[src/rtl/mem_ctrl_pkg.sv]
// Shared encodings for the byte-wide RAM controller: FSM states, access sizes, helpers.
package mem_ctrl_pkg;

  typedef enum logic [1:0] {
    CTRL_IDLE = 2'd0,
    CTRL_RD   = 2'd1,
    CTRL_WR   = 2'd2,
    CTRL_DONE = 2'd3
  } ctrl_state_t;

  localparam logic [1:0]  MEM_BYTE  = 2'b00;
  localparam logic [1:0]  MEM_HALF  = 2'b01;
  localparam logic [1:0]  MEM_WORD  = 2'b10;
  localparam logic [31:0] ZERO_WORD = 32'h0000_0000;

  // Size code 2'b11 is deliberately folded into the word case.
  function automatic logic [2:0] size_bytes(input logic [1:0] size);
    case (size)
      MEM_BYTE: return 3'd1;
      MEM_HALF: return 3'd2;
      default:  return 3'd4;
    endcase
  endfunction

endpackage

[src/rtl/mem_ctrl.sv]
// Arbitrates a byte-wide synchronous RAM between instruction fetch and load/store,
// serialising 1/2/4-byte accesses into byte cycles with little-endian assembly.
module mem_ctrl
  import mem_ctrl_pkg::*;
#(
  parameter int ADDR_W = 17
) (
  input  logic              clk,
  input  logic              rst,
  input  logic              if_req,
  input  logic [31:0]       if_addr,
  input  logic              if_flush,
  output logic              if_ack,
  output logic [31:0]       if_inst,
  input  logic              mem_req,
  input  logic              mem_we,
  input  logic [1:0]        mem_size,
  input  logic [31:0]       mem_addr,
  input  logic [31:0]       mem_wdata,
  output logic              mem_ack,
  output logic [31:0]       mem_rdata,
  output logic [ADDR_W-1:0] ram_addr,
  output logic [7:0]        ram_dout,
  output logic              ram_we,
  input  logic [7:0]        ram_din,
  output logic              busy,
  output logic [1:0]        dbg_state
);

  // Handshake: a requester raises req and holds it (with stable address/data) until it sees
  // its one-cycle ack; the request is latched at the accepting edge, so later changes are ignored.

  ctrl_state_t       state, state_next;
  logic [2:0]        cnt;
  logic              owner_if;
  logic [1:0]        size_q;
  logic [ADDR_W-1:0] base_q;
  logic [31:0]       wdata_q, asm_q, if_inst_q, mem_rdata_q;
  logic [2:0]        nbytes;
  logic [4:0]        last_sh, cnt_sh;
  logic [31:0]       read_word;
  logic              read_done, flush_abort;
  logic              unused_addr_hi;

  assign nbytes         = size_bytes(size_q);
  assign last_sh        = {cnt[1:0] - 2'd1, 3'b000};
  assign cnt_sh         = {cnt[1:0], 3'b000};
  assign read_word      = asm_q | ({24'h0, ram_din} << last_sh);
  assign flush_abort    = owner_if && if_flush;
  assign unused_addr_hi = ^{if_addr[31:ADDR_W], mem_addr[31:ADDR_W]};

  always_ff @(posedge clk or posedge rst) begin
    if (rst) state <= CTRL_IDLE;
    else     state <= state_next;
  end

  always_comb begin
    state_next = state;
    ram_addr   = '0;
    ram_dout   = 8'h00;
    ram_we     = 1'b0;
    read_done  = 1'b0;
    case (state)
      CTRL_IDLE: begin
        if (mem_req)                  state_next = mem_we ? CTRL_WR : CTRL_RD;
        else if (if_req && !if_flush) state_next = CTRL_RD;
      end
      CTRL_RD: begin
        if (cnt < nbytes) ram_addr = base_q + ADDR_W'(cnt);
        if (flush_abort) state_next = CTRL_IDLE;
        else if (cnt == nbytes) begin
          state_next = CTRL_DONE;
          read_done  = 1'b1;
        end
      end
      CTRL_WR: begin
        ram_we   = 1'b1;
        ram_addr = base_q + ADDR_W'(cnt);
        ram_dout = wdata_q[cnt_sh +: 8];
        if (cnt == nbytes - 3'd1) state_next = CTRL_DONE;
      end
      CTRL_DONE: state_next = CTRL_IDLE;
      default:   state_next = CTRL_IDLE;
    endcase
  end

  // RAM read data lags the address by one cycle, so byte cnt-1 arrives while cnt is presented.
  always_ff @(posedge clk or posedge rst) begin
    if (rst) begin
      cnt         <= 3'd0;
      owner_if    <= 1'b0;
      size_q      <= MEM_BYTE;
      base_q      <= '0;
      wdata_q     <= ZERO_WORD;
      asm_q       <= ZERO_WORD;
      if_inst_q   <= ZERO_WORD;
      mem_rdata_q <= ZERO_WORD;
    end else begin
      case (state)
        CTRL_IDLE: begin
          cnt   <= 3'd0;
          asm_q <= ZERO_WORD;
          if (mem_req) begin
            owner_if <= 1'b0;
            base_q   <= mem_addr[ADDR_W-1:0];
            size_q   <= mem_size;
            wdata_q  <= mem_wdata;
          end else if (if_req && !if_flush) begin
            owner_if <= 1'b1;
            base_q   <= if_addr[ADDR_W-1:0];
            size_q   <= MEM_WORD;
          end
        end
        CTRL_RD: begin
          if (state_next == CTRL_RD) begin
            if (cnt != 3'd0) asm_q[last_sh +: 8] <= ram_din;
            cnt <= cnt + 3'd1;
          end else begin
            cnt <= 3'd0;
          end
          if (read_done) begin
            if (owner_if) if_inst_q   <= read_word;
            else          mem_rdata_q <= read_word;
          end
        end
        CTRL_WR: cnt <= (state_next == CTRL_WR) ? cnt + 3'd1 : 3'd0;
        default: cnt <= 3'd0;
      endcase
    end
  end

  assign if_ack    = (state == CTRL_DONE) && owner_if;
  assign mem_ack   = (state == CTRL_DONE) && !owner_if;
  assign if_inst   = if_inst_q;
  assign mem_rdata = mem_rdata_q;
  assign busy      = (state != CTRL_IDLE);
  assign dbg_state = state;

endmodule

[config.mk]
export PLATFORM = sky130hd
export DESIGN_NAME = mem_ctrl
export DESIGN_NICKNAME = d
export VERILOG_FILES = /design/src/rtl/mem_ctrl_pkg.sv /design/src/rtl/mem_ctrl.sv
export SDC_FILE = /design/constraint.sdc
export NUM_CORES = 1
export LEC_CHECK = 0
export CORE_MARGIN = 4
export CORE_UTILIZATION = 39
export DETAILED_ROUTE_END_ITERATION = 6
export PLACE_DENSITY = 0.66
export SYNTH_ARGS = -nofsm -noshare
export SYNTH_HDL_FRONTEND = slang
export SYNTH_SLANG_ARGS = --single-unit
export TNS_END_PERCENT = 30
[constraint.sdc]
create_clock -name clk -period 17.7 [get_ports clk]
set_clock_uncertainty 0.2 [all_clocks]
set_input_delay 5.31 -clock clk [delete_from_list [all_inputs] [get_ports clk]]
set_output_delay 5.31 -clock clk [all_outputs]
set_load 0.02 [all_outputs]
==> results of run 1 <==
metrics by stage:
step	total power [uW]	hold WS (ns)	worst slack (ns)	std cells	area (um2)
2_1_floorplan	1030	0.254	8.07	648	7090
3_3_place_gp	1330	0.271	8.72	1018	9030
3_5_place_dp	1350	0.284	8.71	1018	9030
4_1_cts	1720	0.299	8.23	1049	9620
5_1_grt	1810	0.313	7.96	1049	9620
6_report	1700	0.294	8.34	1049	9620
synth_stat cells (3+ instances only):
| library cell | number | share of area |
|---|---|---|
| a21oi_1 | 101 | 0.071 |
| a22o_1 | 24 | 0.030 |
| a41oi_4 | 3 | 0.012 |
| and2_1 | 11 | 0.0097 |
| buf_1 | 14 | 0.0074 |
| buf_2 | 3 | 0.0021 |
| clkbuf_1 | 21 | 0.011 |
| dfrtp_1 | 153 | 0.54 |
| ha_1 | 15 | 0.026 |
| inv_1 | 15 | 0.0079 |
| mux2_2 | 32 | 0.051 |
| mux2i_1 | 26 | 0.037 |
| mux4_2 | 8 | 0.025 |
| nand2_1 | 50 | 0.026 |
| nand4_1 | 4 | 0.0035 |
| nor2_1 | 92 | 0.049 |
| nor2b_1 | 4 | 0.0035 |
| nor3_1 | 4 | 0.0028 |
| nor4_4 | 3 | 0.0090 |
| o21ai_0 | 18 | 0.013 |
| xnor2_1 | 9 | 0.011 |
| xor2_1 | 8 | 0.0099 |
power groups by stage:
stage          clock [uW]  sequential [uW]  combinational [uW]
4_1_cts               374              582                 765
6_report              365              580                 754
3_3_place_gp            0              579                 748
3_5_place_dp            0              588                 761
5_1_grt               390              600                 824
2_1_floorplan           0              649                 385
final cells by class:
class / instances / area, um2
Fill cell: 1580 / 8280
Tap cell: 229 / 287
Sequential cell: 153 / 3830
Inverter: 16 / 67.6
Timing Repair Buffer: 180 / 1790
Clock buffer: 20 / 447
Clock inverter: 11 / 146
Multi-Input combinational cell: 440 / 3050
registers in the layout, summed over array words and instances (netlist names):
signal	flops
base_q	17
wdata_q	32
if_inst	32
cnt	3
dbg_state	2
owner_if	1
size_q	2
asm_q	32
mem_rdata	32
worst max-delay path, cell delays in order (launching register included):
cell and delay (ns):
dfrtp_1 0.84, inv_1 0.30, fa_1 0.52, nand2b_1 0.19, a2111o_1 0.47, nor3_1 0.26
xnor2_1 0.11, nor2_1 0.10, clkdlybuf4s50_1 0.63
how the worst min path moves through the flow:
stage,startpoint,to,slack (ns),cells after the start
detailed placement,asm_q[9]$_DFFE_PP0P_,asm_q[9]$_DFFE_PP0P_,0.28,1
CTS,base_q[0]$_DFFE_PP0P_,base_q[0]$_DFFE_PP0P_,0.30,2
global route,asm_q[10]$_DFFE_PP0P_,asm_q[10]$_DFFE_PP0P_,0.31,1
floorplan,base_q[0]$_DFFE_PP0P_,base_q[0]$_DFFE_PP0P_,0.25,2
global placement,base_q[0]$_DFFE_PP0P_,base_q[0]$_DFFE_PP0P_,0.27,2
finish,base_q[0]$_DFFE_PP0P_,base_q[0]$_DFFE_PP0P_,0.29,2
routing by layer:
layer	part of all wire	global-route usage
met5	0	0
met3	0.071	0.0599
met2	0.47	0.282
met4	0.0096	0.0455
met1	0.45	0.237
logic make-up (layout without fill, tap and decap cells):
group / Yosys count / count (layout)
mux: 66 / 66
compound gates: 160 / 160
buf+inv: 55 / 227
flops: 153 / 153
simple gates: 181 / 181
fa+ha+maj: 16 / 16
xor+xnor: 17 / 17
==> impl_summary.txt, run 1 <==
----------------------------------------------------
[Status]
  Status ... finished clean

[Cells and area]
  Final standard cell utilization of the core ... 0.537
  Final net count ... roughly 940
  Fraction of layout cells with a size suffix above 1 ... 0.111
  Total inserted antenna cells ... 0
  Top library cells by usage in the layout, fill and taps aside ... 176 x clkdlybuf4s50_1, 153 x dfrtp_1, 101 x a21oi_1
  Area added between synthesis and finish ... 35.7%
  Most common cell after layout, fill and taps aside ... clkdlybuf4s50_1

[Timing]
  Number of setup violations in the final report ... 0
  Highest clock frequency the design can meet ... about 0.11 GHz
  Final count of hold timing violations ... 0
  Min Tclk post-route ... approximately 9.4 ns
  Number of pins exceeding their max-slew limit in the final report ... 0
  Part of the cycle the worst path needs ... 0.529
  Slew @ Worst Pin ... ~1.2 ns
  Setup TNS ... 0 ns
  Relative max-transition margin ... 0.197
  Setup repair after global routing missed its margin ... false

[Clock tree]
  Clk Latency, worst-skew pair ... 0.42 ns
  Number of buffers on the longest clock path ... 2
  Total clock buffers created by CTS ... 17
  Total number of H-tree levels ... 4
  Number of sinks driven by the clock tree ... between 150 and 200
  Clock-pin slew on the worst setup and hold paths ... 0.06 ns
  Setup Buffers After CTS ... 0
  Root buffer cell ... clkbuf_16
  Hold-fix buffer count after cts ... 0
  Post-CTS Resized ... 0
  Clock tree from TritonCTS ... yes

[Drt]
  Iteration count of the initial detailed-routing pass ... 4
  Drt initial violations ... 317
  Number of vias per cell ... 5.15
  Post-route DRC ... 0
  Final WL ... 17.6 mm
  Count of vias placed by the detailed router ... 5407
  Number of routed nets with antenna violations ... 0
  Routed wire length per instance ... approximately 17 um

[Pwr]
  Clock share of power ... 0.215
  Static Leakage ... 0.00406 uW
  Worst IR drop on VDD ... 101 uV
  Power per standard cell area ... roughly 180 nW/um2
  Switching portion of total power ... 0.376
  Flop pwr share ... 0.341
  Share of total power in combinational logic ... 0.444
  Switching power ... between 600 and 700 uW
  Cell-internal power ... 1060 uW

[Logic synthesis]
  Number of enable flip-flop cells after synthesis ... 0
  Fraction of the yosys area taken by sequential cells ... 0.540
  Proportion of synthesized area in mux cells ... 0.113
  Top flip-flop cell by instance count after synthesis ... dfrtp_1
  Post-synthesis simple-gate area fraction ... 0.118
  XOR/XNOR Fraction of Synth Area ... 0.0210
  Share of flip-flops with an asynchronous set or reset after synthesis ... 1.00
  Total of warnings raised by yosys ... 0
  Post-Synthesis Cell Area ... between 7000 and 8000 um2
  Synthesized netlist net count ... 776
  Post-synthesis average cell area ... 10.9 um2
  Main combinational cell family by area after synthesis ... compound AO/OA/AOI/OAI gates
  Complex-gate fraction of the synthesized area ... 0.147
  Number of distinct library cell variants in the gate-level netlist after synthesis ... 48
  Mapped Cells ... between 600 and 700
  Synth Area in Adders ... 0.0293
  Number of flip-flops and latches in the synthesized netlist ... about 150

[Job]
  Reported max-cap violation count ... 0

[Place]
  Port Buffer Count ... around 180
  Gp weighted congestion ... 0.810
  Half-perimeter wire length after detailed placement ... around 12 mm

[Worst setup path]
  Worst reg2reg path depth ... 6
  CP Data Required Time ... 12.19 ns
  Setup crit start ... cnt[1]$_DFF_PP0_
  Setup crit end ... ram_addr[16]
  Critical R2R Launch ... cnt[0]$_DFF_PP0_
  Classification of the worst setup path ... reg -> out
  Flop-to-flop setup slack ... 14.38 ns
  Destination of the worst register-to-register timing path ... if_inst[31]$_DFFE_PP0P_
  CP Capture Type ... output port
  Highest fanout seen on the critical path ... 14
  Worst path arrival time ... between 3 and 4 ns
  Launching element type of the critical path ... flop

[Floorplanning]
  Full die area ... 20400 um2
  Placement row count ... 49
  Vertical die dimension ... roughly 140 um
  Top-level I/O count ... between 200 and 250
  Die Wd ... roughly 140 um
  Starting density of the core ... 0.396
  Core Box Area ... about 18000 um2

[Global routing]
  Initial antenna violation count ... 0
  Number of global-route vias before repair ... 5544
  Pin count of the biggest net entering global routing ... 100
  Total congestion overflow ... 0
  Wire length of the first global-routing pass ... ~29 mm
  Total global routing track utilization ... 0.178

[Worst hold path]
  Class of the worst hold path ... reg -> reg

----------------------------------------------------
Note: power is estimated with default switching activity, not from simulation.
==> run 2: changes to the inputs <==
Clock period 17.7 ns to 8.9 ns, I/O delays scaled along.
==> run 2 against run 1 <==
  * Final cell count unchanged
  * Combinational power up 99%
  * Via count down 1.2%
  * Hold slack worse by 0.0016 ns
  * Final area down 0.26%
  * Utilization down 0.14 points
  * Sequential power up 98%
  * Total power up 97%
  * Critical path depth unchanged
  * Global-route usage down 0.53 points
  * Sequential cell count unchanged
  * Register-to-register slack worse by 8.8 ns
  * Critical endpoint unchanged
  * Largest cell class unchanged
  * Largest power group unchanged
==> impl_summary.txt, run 2 (same netlist as run 1, synthesis figures left out) <==
----------------------------------------------------
[Status]
  Status ... finished clean

[Floorplanning]
  Top-level I/O count ... 207 (unchanged)
  Placement row count ... 49 (unchanged)
  Full die area ... 20400 um2 (unchanged)
  Vertical die dimension ... 143 um (unchanged)
  Core Box Area ... 17900 um2 (unchanged)
  Starting density of the core ... 0.396 (unchanged)
  Die Wd ... 143 um (unchanged)

[Place]
  Port Buffer Count ... 176 (unchanged)
  Placed instance count ... 1018 (unchanged)
  Half-perimeter wire length after detailed placement ... 12.4 mm (about the same)
  Gp weighted congestion ... 0.804 (-0.79%)

[Timing]
  Number of pins exceeding their max-slew limit in the final report ... 0 (unchanged)
  Highest clock frequency the design can meet ... about 0.15 GHz
  Min Tclk post-route ... 6.72 ns
  Setup TNS ... 0 ns (unchanged)
  Number of setup violations in the final report ... 0 (unchanged)
  Smallest hold slack ... 0.293 ns (-0.00156 ns)
  Slew @ Worst Pin ... 1.22 ns (+0.0199 ns)
  Final count of hold timing violations ... 0 (unchanged)
  Part of the cycle the worst path needs ... 0.755
  Setup repair after global routing missed its margin ... false
  Relative max-transition margin ... 0.183 (-0.0134)

[Clock tree]
  Clk Latency, worst-skew pair ... 0.41 ns (about the same)
  Total clock buffers created by CTS ... 17 (unchanged)
  Root buffer cell ... clkbuf_16
  Number of sinks driven by the clock tree ... 153 (unchanged)
  Clock tree from TritonCTS ... yes
  Number of buffers on the longest clock path ... 2 (unchanged)
  Post-CTS Resized ... 0 (unchanged)
  Setup Buffers After CTS ... 0 (unchanged)
  Clock-pin slew on the worst setup and hold paths ... 0.06 ns (about the same)
  Hold-fix buffer count after cts ... 0 (unchanged)
  Total number of H-tree levels ... 4 (unchanged)

[Pwr]
  Worst IR drop on VDD ... 169 uV (+68%)
  Total power consumption of the routed design ... 3350 uW (+97%)
  Power per standard cell area ... 349 nW/um2 (+98%)
  Static Leakage ... 0.00406 uW (about the same)

[Drt]
  Final WL ... 17.2 mm (-1.9%)
  Iteration count of the initial detailed-routing pass ... 4 (unchanged)
  Count of vias placed by the detailed router ... 5343 (-1.2%)
  Number of vias per cell ... 5.09 (-1.2%)
  Number of routed nets with antenna violations ... 0 (unchanged)
  Detailed route wirelength on metal2 ... 8.27 mm (+0.22%)
  Met3 Wirelength ... 1.26 mm (+1.0%)
  Routed wire length per instance ... 16.4 um (-1.9%)
  Uppermost metal layer occupied by signal nets ... met4
  Post-route DRC ... 0 (unchanged)
  Drt initial violations ... 292 (-7.9%)
  Total routed wire length on the met1 layer ... 7.54 mm (-4.4%)

[Worst setup path]
  Worst path arrival time ... 3.85 ns (about the same)
  Launching element type of the critical path ... flop
  CP Data Required Time ... 6.03 ns (-6.16 ns)
  Highest fanout seen on the critical path ... 14 (unchanged)
  CP Capture Type ... output port
  Classification of the worst setup path ... reg -> out

[Global routing]
  Total global routing track utilization ... 0.173 (-0.00530)
  Pin count of the biggest net entering global routing ... 94 (-6.0%)
  Wire length of the first global-routing pass ... 28.1 mm (-1.6%)
  Number of global-route vias before repair ... 5591 (+0.85%)
  Total congestion overflow ... 0 (unchanged)
  Initial antenna violation count ... 0 (unchanged)

[Cells and area]
  Total inserted antenna cells ... 0 (unchanged)
  Most common cell after layout, fill and taps aside ... clkdlybuf4s50_1
  Fraction of layout cells with a size suffix above 1 ... 0.112 (+0.00122)
  Final net count ... 936 (unchanged)
  Non-filler cells, final ... 1049 (unchanged)
  Area added between synthesis and finish ... 35.4%
  Top library cells by usage in the layout, fill and taps aside ... 176 x clkdlybuf4s50_1, 153 x dfrtp_1, 101 x a21oi_1

[Worst hold path]
  Class of the worst hold path ... reg -> reg

[Job]
  Reported max-cap violation count ... 0 (unchanged)

----------------------------------------------------
-- run 2: area by class of cell --
cell class / count / area (um2)
Fill cell: 1563 / 8310
Clock inverter: 12 / 125
Multi-Input combinational cell: 440 / 3050
Timing Repair Buffer: 180 / 1790
Sequential cell: 153 / 3830
Inverter: 16 / 67.6
Tap cell: 229 / 287
Clock buffer: 19 / 443
-- run 2: routing by layer --
| layer | GRT usage | up-vias |
|---|---|---|
| met1 | 0.228 | 2592 |
| li1 | - | 2570 |
| met5 | 0 | - |
| met4 | 0.0360 | 0 |
| met3 | 0.0526 | 13 |
| met2 | 0.284 | 168 |
-- run 2: power by group --
part / internal, uW / switching (uW)
Combinational: 697 / 804
Sequential: 965 / 190
Clock: 418 / 276
Total: 2080 / 1270
-- run 2: final timing paths --
kind	cells past startpoint	to	slack (ns)	startpoint
worst max-delay path	8	ram_addr[16]	2.18	cnt[1]$_DFF_PP0_
worst min-delay path	2	base_q[0]$_DFFE_PP0P_	0.29	base_q[0]$_DFFE_PP0P_
worst max register to register	5	if_inst[18]$_DFFE_PP0P_	5.61	cnt[0]$_DFF_PP0_
worst min register to register	2	base_q[0]$_DFFE_PP0P_	0.29	base_q[0]$_DFFE_PP0P_
max in group asynchronous	3	if_inst[1]$_DFFE_PP0P_	4.45	rst
min in group asynchronous	2	mem_rdata[24]$_DFFE_PP0P_	2.50	rst
-- run 2: worst max-delay path: stages (launching register included) --
cell and delay, ns:
dfrtp_1 0.85, inv_1 0.30, fa_1 0.51, nand2b_1 0.19
a2111o_1 0.47, nor3_1 0.26, xnor2_1 0.11, nor2_1 0.11
clkdlybuf4s50_1 0.63
-- run 2: stage by stage --
stage / worst slack (ns) / util / instance area [um2]
floorplan: 1.91 / - / 7090
global placement: 2.58 / 0.504 / 9030
detailed placement: 2.57 / 0.504 / 9030
CTS: 2.12 / 0.536 / 9590
global route: 1.88 / 0.536 / 9590
finish: 2.18 / 0.536 / 9590
